`src/rtl/if_fetch_queue.sv`:
```
`default_nettype none
// ============================================================================
// Module      : if_fetch_queue
// Description : Instruction-fetch stage with a DEPTH-entry {pc, instr} queue
//               between the imem request/response port and decode. Supports
//               up to MAX_OUTST in-order outstanding imem requests, valid/ready
//               back-pressure towards decode, and a redirect that flushes both
//               queued and in-flight fetches.
//               Build option IF_NOP_FILL_EN: when defined, out_instr shows
//               addi x0,x0,0 (32'h00000013) while out_valid is low; otherwise
//               it shows 32'h00000000.
// Revision    : 1.0 - initial release
// ============================================================================
module if_fetch_queue #(
    parameter int              XLEN      = 32,
    parameter int              DEPTH     = 4,
    parameter int              MAX_OUTST = 2,
    parameter logic [XLEN-1:0] RESET_PC  = '0
) (
    input  logic            clk,
    input  logic            reset,
    input  logic            redirect_valid,
    input  logic [XLEN-1:0] redirect_pc,
    output logic            imem_req,
    output logic [XLEN-1:0] imem_addr,
    input  logic            imem_gnt,
    input  logic            imem_rvalid,
    input  logic [31:0]     imem_rdata,
    output logic            out_valid,
    input  logic            out_ready,
    output logic [XLEN-1:0] out_pc,
    output logic [XLEN-1:0] out_pc4,
    output logic [31:0]     out_instr
);

    // Widths of the queue pointers, the occupancy counter, the outstanding
    // counter and of the credit sum (occupancy + outstanding).
    localparam int AW = (DEPTH > 1) ? $clog2(DEPTH) : 1;
    localparam int CW = $clog2(DEPTH + 1);
    localparam int OW = $clog2(MAX_OUTST + 1);
    localparam int SW = $clog2(DEPTH + MAX_OUTST + 1);

    localparam logic [XLEN-1:0] c_pc_step = XLEN'(4);

`ifdef IF_NOP_FILL_EN
    localparam logic [31:0] c_fill_instr = 32'h0000_0013;
`else
    localparam logic [31:0] c_fill_instr = 32'h0000_0000;
`endif

    // ------------------------------------------------------------------
    // State
    // ------------------------------------------------------------------
    logic [XLEN-1:0] r_fetch_pc;
    logic [XLEN-1:0] r_resp_pc;
    logic [OW-1:0]   r_outst;
    logic [OW-1:0]   r_drop_cnt;
    logic [AW-1:0]   r_rd_ptr;
    logic [AW-1:0]   r_wr_ptr;
    logic [CW-1:0]   r_count;
    logic [XLEN-1:0] r_pc_mem    [DEPTH];
    logic [31:0]     r_instr_mem [DEPTH];

    // ------------------------------------------------------------------
    // Combinational control
    // ------------------------------------------------------------------
    logic w_credit_ok;
    logic w_fire;
    logic w_rsp;
    logic w_drop;
    logic w_push;
    logic w_pop;

    // A new request is allowed only when every in-flight response (dropped
    // ones included) is guaranteed a queue slot, so the queue cannot overflow.
    always_comb begin
        w_credit_ok = ((SW'(r_count) + SW'(r_outst)) < SW'(DEPTH)) &&
                      (r_outst < OW'(MAX_OUTST));
        imem_req    = !reset && !redirect_valid && w_credit_ok;
        imem_addr   = r_fetch_pc;
        w_fire      = imem_req && imem_gnt;
        // A response with nothing outstanding (e.g. a stray one after reset)
        // is not a response at all.
        w_rsp       = imem_rvalid && (r_outst != '0);
        w_drop      = w_rsp && (r_drop_cnt != '0);
        w_push      = w_rsp && (r_drop_cnt == '0) && !redirect_valid;
        out_valid   = (r_count != '0) && !redirect_valid;
        w_pop       = out_valid && out_ready;
    end

    // Head of the queue is read straight from storage; the fill word is shown
    // whenever the head is not being presented.
    always_comb begin
        out_pc    = r_pc_mem[r_rd_ptr];
        out_pc4   = r_pc_mem[r_rd_ptr] + c_pc_step;
        out_instr = out_valid ? r_instr_mem[r_rd_ptr] : c_fill_instr;
    end

    // ------------------------------------------------------------------
    // Sequential logic
    // ------------------------------------------------------------------

    // Next fetch address: redirect target, or step past each granted request.
    always_ff @(posedge clk or posedge reset) begin
        if (reset) begin
            r_fetch_pc <= RESET_PC;
        end else if (redirect_valid) begin
            r_fetch_pc <= redirect_pc;
        end else if (w_fire) begin
            r_fetch_pc <= r_fetch_pc + c_pc_step;
        end
    end

    // Outstanding request count and the number of responses still to discard.
    // On redirect every request still in flight after this cycle is stale.
    always_ff @(posedge clk or posedge reset) begin
        if (reset) begin
            r_outst    <= '0;
            r_drop_cnt <= '0;
        end else if (redirect_valid) begin
            r_outst    <= r_outst - OW'(w_rsp);
            r_drop_cnt <= r_outst - OW'(w_rsp);
        end else begin
            r_outst <= r_outst + OW'(w_fire) - OW'(w_rsp);
            if (w_drop) begin
                r_drop_cnt <= r_drop_cnt - OW'(1);
            end
        end
    end

    // PC tagged onto the next kept response; responses return in order, so
    // it simply advances by one instruction per pushed entry.
    always_ff @(posedge clk or posedge reset) begin
        if (reset) begin
            r_resp_pc <= RESET_PC;
        end else if (redirect_valid) begin
            r_resp_pc <= redirect_pc;
        end else if (w_push) begin
            r_resp_pc <= r_resp_pc + c_pc_step;
        end
    end

    // Queue pointers and occupancy; redirect empties the queue outright.
    always_ff @(posedge clk or posedge reset) begin
        if (reset) begin
            r_rd_ptr <= '0;
            r_wr_ptr <= '0;
            r_count  <= '0;
        end else if (redirect_valid) begin
            r_rd_ptr <= '0;
            r_wr_ptr <= '0;
            r_count  <= '0;
        end else begin
            if (w_push) begin
                r_wr_ptr <= r_wr_ptr + AW'(1);
            end
            if (w_pop) begin
                r_rd_ptr <= r_rd_ptr + AW'(1);
            end
            r_count <= r_count + CW'(w_push) - CW'(w_pop);
        end
    end

    // Queue storage: cleared on reset so the idle head reads as pc 0.
    always_ff @(posedge clk or posedge reset) begin
        if (reset) begin
            for (int i = 0; i < DEPTH; i++) begin
                r_pc_mem[i]    <= '0;
                r_instr_mem[i] <= '0;
            end
        end else if (w_push) begin
            r_pc_mem[r_wr_ptr]    <= r_resp_pc;
            r_instr_mem[r_wr_ptr] <= imem_rdata;
        end
    end

endmodule
`default_nettype wire
```
`config.mk`:
```
export PLATFORM = sky130hd
export DESIGN_NAME = if_fetch_queue
export DESIGN_NICKNAME = d
export VERILOG_FILES = /design/src/rtl/if_fetch_queue.sv
export SDC_FILE = /design/constraint.sdc
export NUM_CORES = 1
export LEC_CHECK = 0
export ABC_AREA = 0
export BUFFER_PORTS_ARGS = -buffer_cell sky130_fd_sc_hd__buf_2
export CAP_MARGIN = 20
export CORE_UTILIZATION = 55
export CTS_BUF_LIST = sky130_fd_sc_hd__clkbuf_4
export CTS_CLUSTER_DIAMETER = 150
export CTS_CLUSTER_SIZE = 40
export DETAILED_ROUTE_END_ITERATION = 6
export GPL_TIMING_DRIVEN = 0
export PLACE_DENSITY_LB_ADDON = 0.08
export SLEW_MARGIN = 0
export SYNTH_ARGS = -nofsm -noshare
export SYNTH_HDL_FRONTEND = slang
export SYNTH_SLANG_ARGS = --single-unit
```
`constraint.sdc`:
```
create_clock -name clk -period 11 [get_ports clk]
set_input_delay 2.75 -clock clk [delete_from_list [all_inputs] [get_ports clk]]
set_output_delay 2.75 -clock clk [all_outputs]
set_load 0.02 [all_outputs]
```
==> summary.md, run 1 <==
| Metric | Value |
|---|---|
| Status | `complete, no violations` |
| Pin count of the biggest net entering global routing | `42` |
| Seq cells post-synth | `331` |
| Yosys warns | `0` |
| Nets | `1489` |
| Starting Density | `0.559` |
| Final wirelength | `35200 um` |
| Core area | `0.0286 mm2` |
| GRT busiest layer | `met1` |
| Highest Clock Rate | `142 MHz` |
| Hold Startpoint | `imem_addr[29]$_DFFE_PP0P_` |
| VDD IR max | `0.113 mV` |
| Total negative slack | `0 ns` |
| Mapped Nets | `1266` |
| Met3 usage | `0.0209` |
| Critical path buffer and inverter count | `3` |
| Avg WL per Cell | `19.7 um` |
| CP max stage delay | `0.56 ns` |
| CTS Sinks | `331` |
| Worst hold path type | `flip-flop to flip-flop` |
| TritonCTS clock tree | `built` |
| Fin crit share | `0.639` |
| Data required, critical path | `8.25 ns` |
| Post-route ant nets | `0` |
| Min-Delay Endpoint | `imem_addr[31]$_DFFE_PP0P_` |
| Cell count after synthesis | `1181` |
| Avg Inst Size Synth | `13.6 um2` |
| Die Wd | `173 um` |
| Post-synth EDFFs | `0` |
| CP delay by family, top | `simple AND/OR/NAND/NOR gates` |
| Placer congestion estimate | `0.876` |
| Worst reg2reg endpoint | `r_outst[1]$_DFF_PP0_` |
| Die Area | `0.0298 mm2` |
| DR vias | `10226` |
| I/O Buffers | `199` |
| Post-DP HPWL | `25800 um` |
| Clock transition at path regs | `0.41 ns` |
| TritonCTS Buffers | `12` |
| Post-cts hold buffer count | `0` |
| Register area share after synthesis | `0.518` |
| Largest family of logic cells by synthesized area | `multiplexers` |
| PostCTS Resize Cnt | `0` |
| Detailed-route DRC error count | `0` |
| Tmin final | `7.03 ns` |
| Clock root buffer | `clkbuf_4` |
| XOR/XNOR Fraction of Synth Area | `0.0427` |
| Final Hold Viols | `0` |
| Area contributors post-synth | `dfrtp_1 (52%), mux2_2 (20%), mux4_2 (9.0%)` |
| Critical path cell sequence | `buf_2 > nor2_1 > clkbuf_1 > and2_1 > buf_2` |
| Setup WS pre-CTS | `3.91 ns` |
| Layout cells sized above 1 | `0.449` |
| Dominant synthesized flop cell | `dfrtp_1` |
| Routed vias/inst | `5.72` |
| GRT met1 Usage | `0.387` |
| Power Density | `194 mW/mm2` |
| Worst r2r src | `r_count[1]$_DFF_PP0_` |
| H-tree depth | `1` |
| # rows | `62` |
| Area Growth Syn to Fin | `11.4%` |
| Worst EP arrival | `4.28 ns` |
| CP max FO | `10` |
| Setup Buffers After CTS | `0` |
| Clk_skew | `0.131 ns` |
| Most frequent cells in the layout | `dfrtp_1 (331), mux2_2 (284), buf_2 (236)` |
| Max Slew Vio Count | `0` |
| First-pass GRT wire length | `57900 um` |
| Final worst-path setup slack | `3.97 ns` |
| Final setup vio count | `0` |
| Cell taking the most area after synthesis | `dfrtp_1` |
| Async set or reset register ratio after synthesis | `1.00` |
| Cell variety after synth | `53` |
| Tot GR Track Use | `0.244` |
| Leading cell type in the layout, fill and taps excluded | `dfrtp_1` |
| Met2 Track Usage GR | `0.374` |
| Worst setup path category | `primary input to output pin` |
| Synth Cell Area | `0.0160 mm2` |
| Total power | `3450 uW` |
| Simple-gate share of the synthesized area | `0.0837` |
| Post-synthesis mux area share | `0.290` |
| RSZ-0062 raised after global routing | `false` |
| IO Pins | `200` |
| Compound-gate portion of the synthesized area | `0.0254` |
| Clk buf depth | `3` |
| Vias in the first global route | `10347` |
| Max cap viols | `0` |
| Remaining global-route overflow | `0` |
| Chip height | `173 um` |
| Reg2Reg Setup Slack | `8.00 ns` |
| Adder-cell share of the synthesized area | `0.0122` |
| Slew margin rel. | `0.296` |
| Most common cell on crit path | `buf_2` |
| Leakage power | `0.00841 uW` |
| Worst reg2reg path depth | `12` |
| Pre-antenna DRT Iters | `5` |
| Hold depth | `2` |
| Synth top area share | `0.518` |
| DR iter-0 viols | `610` |
| Slowest library cell on the worst path | `nor2_1` |
| Actual slew at the worst max-slew pin | `1.05 ns` |
| Antenna violations before repair | `1` |
| Crit path capture type | `output pin` |
| Startpoint Class | `primary input` |
| Clk Latency, worst-skew pair | `0.78 ns` |
==> worst max path at each step <==
stage,from,endpoint,slack (ns),depth (start not counted)
final,redirect_valid,out_instr[30],3.97,5
after global routing,redirect_valid,out_instr[12],3.83,5
after CTS,redirect_valid,out_instr[16],3.91,5
after detailed placement,redirect_valid,out_instr[16],3.91,5
after global placement,reset,r_pc_mem[110]$_DFFE_PP0P_,1.80,2
after floorplan,reset,imem_addr[0]$_DFFE_PP0P_,3.83,1
==> synthesized netlist by cell type (2+ instances only) <==
cell type,instances
and4_4,3
and3_1,17
o211ai_1,5
clkbuf_1,26
nor2_1,44
dfrtp_1,331
o311ai_1,4
and2_1,38
xnor2_1,48
buf_2,37
nor3_1,11
mux4_2,64
nor3b_1,2
or3_1,4
nand2_1,54
a31oi_1,6
xor2_1,30
nor4_1,2
a21oi_1,17
and4_1,5
ha_1,14
a41oi_1,2
nand3_1,31
nand4_1,20
inv_1,24
nor2b_1,3
buf_4,4
a211o_1,2
o21ai_0,26
mux2_2,284
==> final cells by class <==
| class | instances | area, um2 |
|---|---|---|
| plain buffers | 71 | 363 |
| clock inverters | 1 | 30.0 |
| clock buffers | 13 | 97.6 |
| repair buffers | 209 | 1200 |
| flip-flops and latches | 331 | 8280 |
| inverters | 25 | 97.6 |
| diodes | 1 | 2.50 |
| fillers | 2288 | 10800 |
| multi-input cells | 754 | 7260 |
| well taps | 384 | 480 |
==> power by group <==
part | internal, uW | switching, uW | total [uW]
registers | 1450 | 148 | 1600
logic | 669 | 773 | 1440
clock network | 60.1 | 347 | 407
total | 2180 | 1270 | 3450
==> flip-flops by register name (all words and copies together), names as in the netlist <==
| signal | cells |
|---|---|
| r_instr_mem | 128 |
| r_pc_mem | 128 |
| imem_addr | 32 |
| r_resp_pc | 32 |
| r_count | 3 |
| r_drop_cnt | 2 |
| r_outst | 2 |
| r_rd_ptr | 2 |
| r_wr_ptr | 2 |
==> logic make-up after synthesis <==
kind of cell	after synthesis
fa+ha+maj	15
buf+inv	96
xor+xnor	78
compound gates	67
simple gates	246
mux	348
flops	331
==> through the flow <==
stage | std cells | utilization | hold WS, ns | instance area [um2]
after global placement | 1764 | 0.611 | 0.484 | 17500
after CTS | 1788 | 0.622 | 0.524 | 17800
after floorplan | 1181 | - | 0.475 | 16000
final | 1789 | 0.623 | 0.531 | 17800
after detailed placement | 1774 | 0.618 | 0.490 | 17700
after global routing | 1789 | 0.623 | 0.553 | 17800
==> worst min-delay path: stages, from the launching register on <==
cell and delay, ns:
dfrtp_1 0.50, nand3_1 0.10, o311ai_1 0.08
==> layer usage <==
layer / vias to the layer above / part of all wire
met3: 28 / 0.040
met5: - / 0
met2: 241 / 0.46
met4: 0 / 0.012
li1: 4676 / -
met1: 5281 / 0.49
(Power assumes the default switching activity.)
==> inputs of run 2 (changes only) <==
--- a/config.mk
+++ b/config.mk
@@ -5,10 +5,10 @@
 export SDC_FILE = /design/constraint.sdc
 export NUM_CORES = 1
 export LEC_CHECK = 0
-export ABC_AREA = 0
+export ABC_AREA = 1
 export BUFFER_PORTS_ARGS = -buffer_cell sky130_fd_sc_hd__buf_2
 export CAP_MARGIN = 20
-export CORE_UTILIZATION = 55
+export CORE_UTILIZATION = 60
 export CTS_BUF_LIST = sky130_fd_sc_hd__clkbuf_4
 export CTS_CLUSTER_DIAMETER = 150
 export CTS_CLUSTER_SIZE = 40
==> constraint.sdc (replaced) <==
create_clock -name clk -period 7.23 [get_ports clk]
set_input_delay 1.8075 -clock clk [delete_from_list [all_inputs] [get_ports clk]]
set_output_delay 1.8075 -clock clk [all_outputs]
set_load 0.02 [all_outputs]
==> summary.md, run 2 <==
| Metric | Value |
|---|---|
| Layout Cells excl Fill | `2980 (was 1789)` |
| Area Growth Syn to Fin | `10.2% (was 11.4%)` |
| Antenna violations before repair | `1 (unchanged)` |
| Final cell utilization of the core | `0.672 (was 0.623)` |
| CP max FO | `10 (unchanged)` |
| Register area share after synthesis | `0.473 (was 0.518)` |
| Pre-antenna DRT Iters | `6 (was 5)` |
| Worst reg2reg endpoint | `r_outst[1]$_DFF_PP0_ (unchanged)` |
| Placed Area | `0.0192 mm2 (was 0.0177 mm2)` |
| Vias in the first global route | `15738 (was 10347)` |
| Crit path capture type | `output pin (unchanged)` |
| Clk buf depth | `3 (unchanged)` |
| Critical path buffer and inverter count | `4 (was 3)` |
| Seq cells post-synth | `331 (unchanged)` |
| Worst EP arrival | `3.53 ns (was 4.28 ns)` |
| Dominant synthesized flop cell | `dfrtp_1 (unchanged)` |
| Remaining global-route overflow | `0 (unchanged)` |
| Layout cells sized above 1 | `0.130 (was 0.449)` |
| Starting Density | `0.610 (was 0.559)` |
| Clk_skew | `0.143 ns (was 0.131 ns)` |
| Largest regs | `r_instr_mem (128), r_pc_mem (128) (unchanged)` |
| TritonCTS clock tree | `built (unchanged)` |
| Placer congestion estimate | `0.948 (was 0.876)` |
| Clock root buffer | `clkbuf_4 (unchanged)` |
| Slowest library cell on the worst path | `dfrtp_1 (was nor2_1)` |
| Tmin final | `5.34 ns` |
| Leakage power | `0.00954 uW (was 0.00841 uW)` |
| Placed cells | `2965 (was 1774)` |
| Clock transition at path regs | `0.38 ns (was 0.41 ns)` |
| Actual slew at the worst max-slew pin | `0.798 ns (was 1.05 ns)` |
| Cell area after layout | `0.0193 mm2 (was 0.0178 mm2)` |
| Most instantiated library cell after synthesis | `nand2_1 (was dfrtp_1)` |
| Die Wd | `173 um (about the same)` |
| Max Slew Vio Count | `0 (unchanged)` |
| Worst setup path category | `flip-flop to output pin (was primary input to output pin)` |
| IO Pins | `200 (unchanged)` |
| Mapped Nets | `2459 (was 1266)` |
| Worst hold path type | `flip-flop to flip-flop (unchanged)` |
| Post-route ant nets | `0 (unchanged)` |
| Worst reg2reg path depth | `14 (was 12)` |
| Cell count after synthesis | `2374 (was 1181)` |
| Highest Clock Rate | `187 MHz` |
| Post-cts hold buffer count | `0 (unchanged)` |
| Most frequent cells in the layout | `nand2_1 (793), o21ai_0 (361), dfrtp_1 (331) (was dfrtp_1 (331), mux2_2 (284), buf_2 (236))` |
| Core area | `0.0287 mm2 (was 0.0286 mm2)` |
| Area contributors post-synth | `dfrtp_1 (47%), nand2_1 (17%), o21ai_0 (10%) (was dfrtp_1 (52%), mux2_2 (20%), mux4_2 (9.0%))` |
| Chip height | `173 um (about the same)` |
| # fillers | `2600 (was 2288)` |
| Detailed-route DRC error count | `0 (unchanged)` |
| Reg2Reg Setup Slack | `4.41 ns (was 8.00 ns)` |
| CP max stage delay | `0.46 ns (was 0.56 ns)` |
| Data required, critical path | `5.42 ns (was 8.25 ns)` |
| Most common cell on crit path | `nor2_1 (was buf_2)` |
| VDD IR max | `0.216 mV (was 0.113 mV)` |
| Synth Cell Area | `0.0175 mm2 (was 0.0160 mm2)` |
| Final setup vio count | `0 (unchanged)` |
| Final Hold Viols | `0 (unchanged)` |
| DR vias | `17062 (was 10226)` |
| Max cap viols | `0 (unchanged)` |
| Yosys warns | `0 (unchanged)` |
| # rows | `62 (unchanged)` |
| PostCTS Resize Cnt | `0 (unchanged)` |
| Synth top area share | `0.473 (was 0.518)` |
| Power Density | `331 mW/mm2 (was 194 mW/mm2)` |
| Routed vias/inst | `5.73 (was 5.72)` |
| Status | `complete, no violations (unchanged)` |
| Startpoint Class | `flip-flop (was primary input)` |
| CTS Sinks | `331 (unchanged)` |
| Setup Buffers After CTS | `0 (unchanged)` |
| Synth cell count leaders | `nand2_1 (793), o21ai_0 (361), dfrtp_1 (331) (was dfrtp_1 (331), mux2_2 (284), mux4_2 (64))` |
| H-tree depth | `1 (unchanged)` |
| Critical path cell sequence | `buf_6 > inv_6 > buf_6 > nor2_1 > nor2_1 > o21ai_0 > nand2_1 > ha_1 > nand3_4 > nor2_1 > nand2_1 > xor2_1 > buf_2 (was buf_2 > nor2_1 > clkbuf_1 > and2_1 > buf_2)` |
| Slew margin rel. | `0.468 (was 0.296)` |
| Die Area | `0.0299 mm2 (was 0.0298 mm2)` |
| DR iter-0 viols | `2037 (was 610)` |
| Pin count of the biggest net entering global routing | `44 (was 42)` |
| CP delay by family, top | `simple AND/OR/NAND/NOR gates (unchanged)` |
| Tot GR Track Use | `0.354 (was 0.244)` |
| TritonCTS Buffers | `12 (unchanged)` |
| Cell variety after synth | `40 (was 53)` |
| Final wirelength | `53100 um (was 35200 um)` |
| Hold Slack | `0.516 ns (was 0.531 ns)` |
| Fin crit share | `0.739` |
| First-pass GRT wire length | `84300 um (was 57900 um)` |
| Post-synth EDFFs | `0 (unchanged)` |
| Nets | `2680 (was 1489)` |
| Hold Startpoint | `imem_addr[0]$_DFFE_PP0P_ (was imem_addr[29]$_DFFE_PP0P_)` |
| I/O Buffers | `198 (was 199)` |
| Cell taking the most area after synthesis | `dfrtp_1 (unchanged)` |
| Avg WL per Cell | `17.8 um (was 19.7 um)` |
| Hold depth | `2 (unchanged)` |
| Avg Inst Size Synth | `7.38 um2 (was 13.6 um2)` |
| Async set or reset register ratio after synthesis | `1.00 (unchanged)` |
| Post-DP HPWL | `39400 um (was 25800 um)` |
| Worst r2r src | `r_outst[1]$_DFF_PP0_ (was r_count[1]$_DFF_PP0_)` |
| Clk Latency, worst-skew pair | `0.81 ns (was 0.78 ns)` |
| Min-Delay Endpoint | `imem_addr[0]$_DFFE_PP0P_ (was imem_addr[31]$_DFFE_PP0P_)` |
| Leading cell type in the layout, fill and taps excluded | `nand2_1 (was dfrtp_1)` |
| RSZ-0062 raised after global routing | `false (unchanged)` |
run 2: cell count changes after synthesis, moves of 19 or more:
cell      previous run  this run
nand2_2              0        19
inv_1               24       172
buf_2               37        56
mux4_2              64         0
nor2_1              44       240
nand2_1             54       793
o21ai_0             26       361
and2_1              38         0
mux2_2             284         0
o211ai_1             5        25
nand3_1             31       125
xnor2_1             48        11
clkbuf_1            26        47
a21oi_1             17        40
run 2: where the power goes:
| part | internal (uW) | switching (uW) |
|---|---|---|
| sequential | 2290 | 296 |
| clock | 91.4 | 563 |
| combinational | 977 | 2170 |
| total | 3360 | 3030 |
run 2: how the worst max path moves through the flow:
stage                                  from                  endpoint  slack (ns)  cells past startpoint
floorplan                             reset  imem_addr[0]$_DFFE_PP0P_        1.00                      1
global placement                      reset  r_pc_mem[93]$_DFFE_PP0P_       -0.93                      2
detailed placement           redirect_valid             out_instr[30]        2.14                      6
CTS                 r_rd_ptr[0]$_DFFE_PP0P_               out_pc4[16]        1.91                     13
global route        r_rd_ptr[0]$_DFFE_PP0P_               out_pc4[16]        1.68                     13
finish              r_rd_ptr[0]$_DFFE_PP0P_               out_pc4[16]        1.89                     13
run 2: worst register-to-register path, delay by kind of cell (launching register included):
family / cells / cell delay (ns)
AOI/OAI and AO/OA: 1 / 0.08
xor gates and xnor gates: 2 / 0.32
adders and majority gates: 3 / 0.81
buffers and inverters: 2 / 0.48
DFF: 1 / 0.54
and+or+nand+nor: 6 / 0.53
run 2: cell families (layout without fill, tap and decap cells):
kind of cell	count (synthesis)	in the layout	synth area share
simple gates	1240	1240	0.288
compound gates	444	444	0.132
flops	331	331	0.473
buf+inv	301	522	0.0739
xor+xnor	43	43	0.0215
fa+ha+maj	15	15	0.0111
other cells	0	1	0
run 2: area by class of cell:
class | count | area [um2] | area share
Antenna cell | 1 | 2.50 | 0.000130
Buffer | 123 | 622 | 0.0322
Clock buffer | 13 | 97.6 | 0.00506
Clock inverter | 1 | 30.0 | 0.00156
Inverter | 178 | 677 | 0.0351
Multi-Input combinational cell | 1742 | 7940 | 0.411
Sequential cell | 331 | 8280 | 0.429
Tap cell | 384 | 480 | 0.0249
Timing Repair Buffer | 207 | 1170 | 0.0607
run 2: per-layer routing:
metal | share of wire | vias to the layer above | wire, um | track usage
met4 | 0.028 | 0 | 1500 | 0.115
li1 | - | 8011 | - | -
met3 | 0.082 | 99 | 4340 | 0.0354
met1 | 0.44 | 8157 | 23500 | 0.525
met5 | 0 | - | 0 | 0
met2 | 0.45 | 795 | 23700 | 0.549
run 2: metrics by stage:
| stage | total power, uW | TNS, ns | worst slack [ns] |
|---|---|---|---|
| after global placement | 5600 | -300.46 | -0.931 |
| after CTS | 6340 | 0 | 1.91 |
| after global routing | 6800 | 0 | 1.68 |
| after detailed placement | 5700 | 0 | 2.14 |
| after floorplan | 4680 | 0 | 1.00 |
| final | 6390 | 0 | 1.89 |
==> inputs of run 3 (changes only) <==
--- a/config.mk
+++ b/config.mk
@@ -5,7 +5,7 @@
 export SDC_FILE = /design/constraint.sdc
 export NUM_CORES = 1
 export LEC_CHECK = 0
-export ABC_AREA = 1
+export ABC_AREA = 0
 export BUFFER_PORTS_ARGS = -buffer_cell sky130_fd_sc_hd__buf_2
 export CAP_MARGIN = 20
 export CORE_UTILIZATION = 60
==> constraint.sdc (replaced) <==
create_clock -name clk -period 5.5 [get_ports clk]
set_input_delay 1.375 -clock clk [delete_from_list [all_inputs] [get_ports clk]]
set_output_delay 1.375 -clock clk [all_outputs]
set_load 0.02 [all_outputs]
==> summary.md, run 3 (synthesis gave the netlist of run 1 again) <==
| Metric | Value |
|---|---|
| Min-Delay Endpoint | `imem_addr[31]$_DFFE_PP0P_ (was imem_addr[0]$_DFFE_PP0P_)` |
| Clk Latency, worst-skew pair | `0.77 ns (was 0.81 ns)` |
| CP max FO | `10 (unchanged)` |
| Vias in the first global route | `10304 (was 15738)` |
| PostCTS Resize Cnt | `0 (unchanged)` |
| Remaining global-route overflow | `0 (unchanged)` |
| Max Slew Vio Count | `0 (unchanged)` |
| Worst reg2reg path depth | `12 (was 14)` |
| Data required, critical path | `4.12 ns (was 5.42 ns)` |
| Worst reg2reg endpoint | `r_outst[1]$_DFF_PP0_ (unchanged)` |
| Crit path capture type | `output pin (unchanged)` |
| Hold Slack | `0.525 ns (was 0.516 ns)` |
| First-pass GRT wire length | `56100 um (was 84300 um)` |
| Actual slew at the worst max-slew pin | `1.04 ns (was 0.798 ns)` |
| Post-route ant nets | `0 (unchanged)` |
| Final Hold Viols | `0 (unchanged)` |
| Core area | `0.0261 mm2 (was 0.0287 mm2)` |
| Power Density | `390 mW/mm2 (was 331 mW/mm2)` |
| DR iter-0 viols | `610 (was 2037)` |
| Top layer used by detailed routing | `met4 (unchanged)` |
| Tmin final | `4.93 ns` |
| Cell area after layout | `0.0177 mm2 (was 0.0193 mm2)` |
| IO Pins | `200 (unchanged)` |
| DR vias | `10355 (was 17062)` |
| Leakage power | `0.00840 uW (was 0.00954 uW)` |
| Avg WL per Cell | `20.2 um (was 17.8 um)` |
| Clock root buffer | `clkbuf_4 (unchanged)` |
| TritonCTS clock tree | `built (unchanged)` |
| Routed vias/inst | `5.95 (was 5.73)` |
| RSZ-0062 raised after global routing | `false (unchanged)` |
| Fin crit share | `0.896` |
| Largest regs | `r_instr_mem (128), r_pc_mem (128) (unchanged)` |
| CP Launch Point | `r_rd_ptr[1]$_DFFE_PP0P_ (was r_rd_ptr[0]$_DFFE_PP0P_)` |
| Status | `finished, violations left (was complete, no violations)` |
| Placer congestion estimate | `0.907 (was 0.948)` |
| Die Area | `0.0273 mm2 (was 0.0299 mm2)` |
| Clk_skew | `0.115 ns (was 0.143 ns)` |
| # fillers | `1997 (was 2600)` |
| Met2 Wirelength | `16500 um (was 23700 um)` |
| Total negative slack | `0 ns (unchanged)` |
| I/O Buffers | `199 (was 198)` |
| Reg2Reg Setup Slack | `2.39 ns (was 4.41 ns)` |
| Pre-antenna DRT Iters | `7 (was 6)` |
| Post-DP HPWL | `25800 um (was 39400 um)` |
| Hold Startpoint | `imem_addr[29]$_DFFE_PP0P_ (was imem_addr[0]$_DFFE_PP0P_)` |
| Final wirelength | `35100 um (was 53100 um)` |
| Worst EP arrival | `3.55 ns (was 3.53 ns)` |
| Setup Buffers After CTS | `0 (unchanged)` |
| CTS Sinks | `331 (unchanged)` |
| VDD IR max | `0.240 mV (was 0.216 mV)` |
| WL met1 | `16700 um (was 23500 um)` |
| Chip height | `165 um (was 173 um)` |
| Layout Cells excl Fill | `1739 (was 2980)` |
| Antenna violations before repair | `1 (unchanged)` |
| Layout cells sized above 1 | `0.449 (was 0.130)` |
| Final cell utilization of the core | `0.679 (was 0.672)` |
| Worst r2r src | `r_count[1]$_DFF_PP0_ (was r_outst[1]$_DFF_PP0_)` |
| Register area | `0.00828 mm2 (unchanged)` |
| Met3 WL | `1590 um (was 4340 um)` |
| Slew margin rel. | `0.304 (was 0.468)` |
| Die Wd | `165 um (was 173 um)` |
| Most frequent cells in the layout | `dfrtp_1 (331), mux2_2 (284), buf_2 (236) (was nand2_1 (793), o21ai_0 (361), dfrtp_1 (331))` |
| Max cap viols | `0 (unchanged)` |
| Clk buf depth | `3 (unchanged)` |
| Detailed-route DRC error count | `30 (was 0)` |
| Nets | `1488 (was 2680)` |
| Pin count of the biggest net entering global routing | `44 (unchanged)` |
| Worst hold path type | `flip-flop to flip-flop (unchanged)` |
| Worst setup path category | `flip-flop to output pin (unchanged)` |
| Tot GR Track Use | `0.267 (was 0.354)` |
| Final setup vio count | `0 (unchanged)` |
| Clock transition at path regs | `0.41 ns (was 0.38 ns)` |
| Highest Clock Rate | `203 MHz` |
| Placed cells | `1724 (was 2965)` |
| Area Growth Syn to Fin | `10.8% (was 10.2%)` |
| Leading cell type in the layout, fill and taps excluded | `dfrtp_1 (was nand2_1)` |
| H-tree depth | `1 (unchanged)` |
| Hold depth | `2 (unchanged)` |
| Multi-input gate area | `0.00726 mm2 (was 0.00794 mm2)` |
| # rows | `59 (was 62)` |
| Startpoint Class | `flip-flop (unchanged)` |
| Placed Area | `0.0176 mm2 (was 0.0192 mm2)` |
| Post-cts hold buffer count | `0 (unchanged)` |
| Starting Density | `0.612 (was 0.610)` |
| Failing checks | `design-rule violations` |
| TritonCTS Buffers | `12 (unchanged)` |
## run 3: changes by cell type in the layout (fill, tap and decap cells not counted), moves of 21 or more
cell      previous run  this run
a21oi_1             40        17
and2_1               0        38
clkbuf_1            47        26
inv_1              171        23
mux2_2               0       284
mux4_2               0        64
nand2_1            793        54
nand3_1            125        31
nor2_1             240        44
o21ai_0            361        26
xnor2_1             11        48
## run 3: cell type report
class	instances	share of cell area
Inverter	25	0.00550
Clock inverter	1	0.00169
Buffer	71	0.0205
Antenna cell	1	0.000141
Clock buffer	13	0.00550
Multi-Input combinational cell	754	0.410
Timing Repair Buffer	208	0.0663
Sequential cell	331	0.467
Tap cell	335	0.0236
## run 3: how the worst max path moves through the flow
stage,endpoint,slack [ns],cells after the start
floorplan,imem_addr[0]$_DFFE_PP0P_,-0.30,1
global placement,r_pc_mem[79]$_DFFE_PP0P_,-2.26,2
detailed placement,out_instr[22],1.20,5
CTS,out_instr[12],0.56,7
global route,out_instr[12],0.42,7
finish,out_instr[12],0.57,7
## run 3: report_power, final
group	internal [uW]	total (uW)	switching, uW
sequential	2910	3210	302
clock	120	815	694
combinational	1340	2890	1550
total	4360	6910	2550
## run 3: through the flow
| stage | power, uW | setup slack (ns) |
|---|---|---|
| after global placement | 6060 | -2.26 |
| after detailed placement | 6160 | 1.20 |
| after CTS | 6960 | 0.557 |
| final | 6910 | 0.575 |
| after floorplan | 5300 | -0.296 |
| after global routing | 7320 | 0.417 |
## run 3: routing by layer
| layer | vias to the layer above | track usage |
|---|---|---|
| met3 | 35 | 0.0227 |
| met1 | 5372 | 0.413 |
| met2 | 278 | 0.419 |
| li1 | 4670 | - |
| met5 | - | 0 |
| met4 | 0 | 0.0463 |
## run 3: worst max-delay path: stages (launching register included)
cell and delay, ns:
dfrtp_1 0.48, buf_2 0.29, buf_2 0.34, buf_2 0.34, clkbuf_1 0.57, mux4_2 0.40, and2_1 0.18, buf_2 0.16
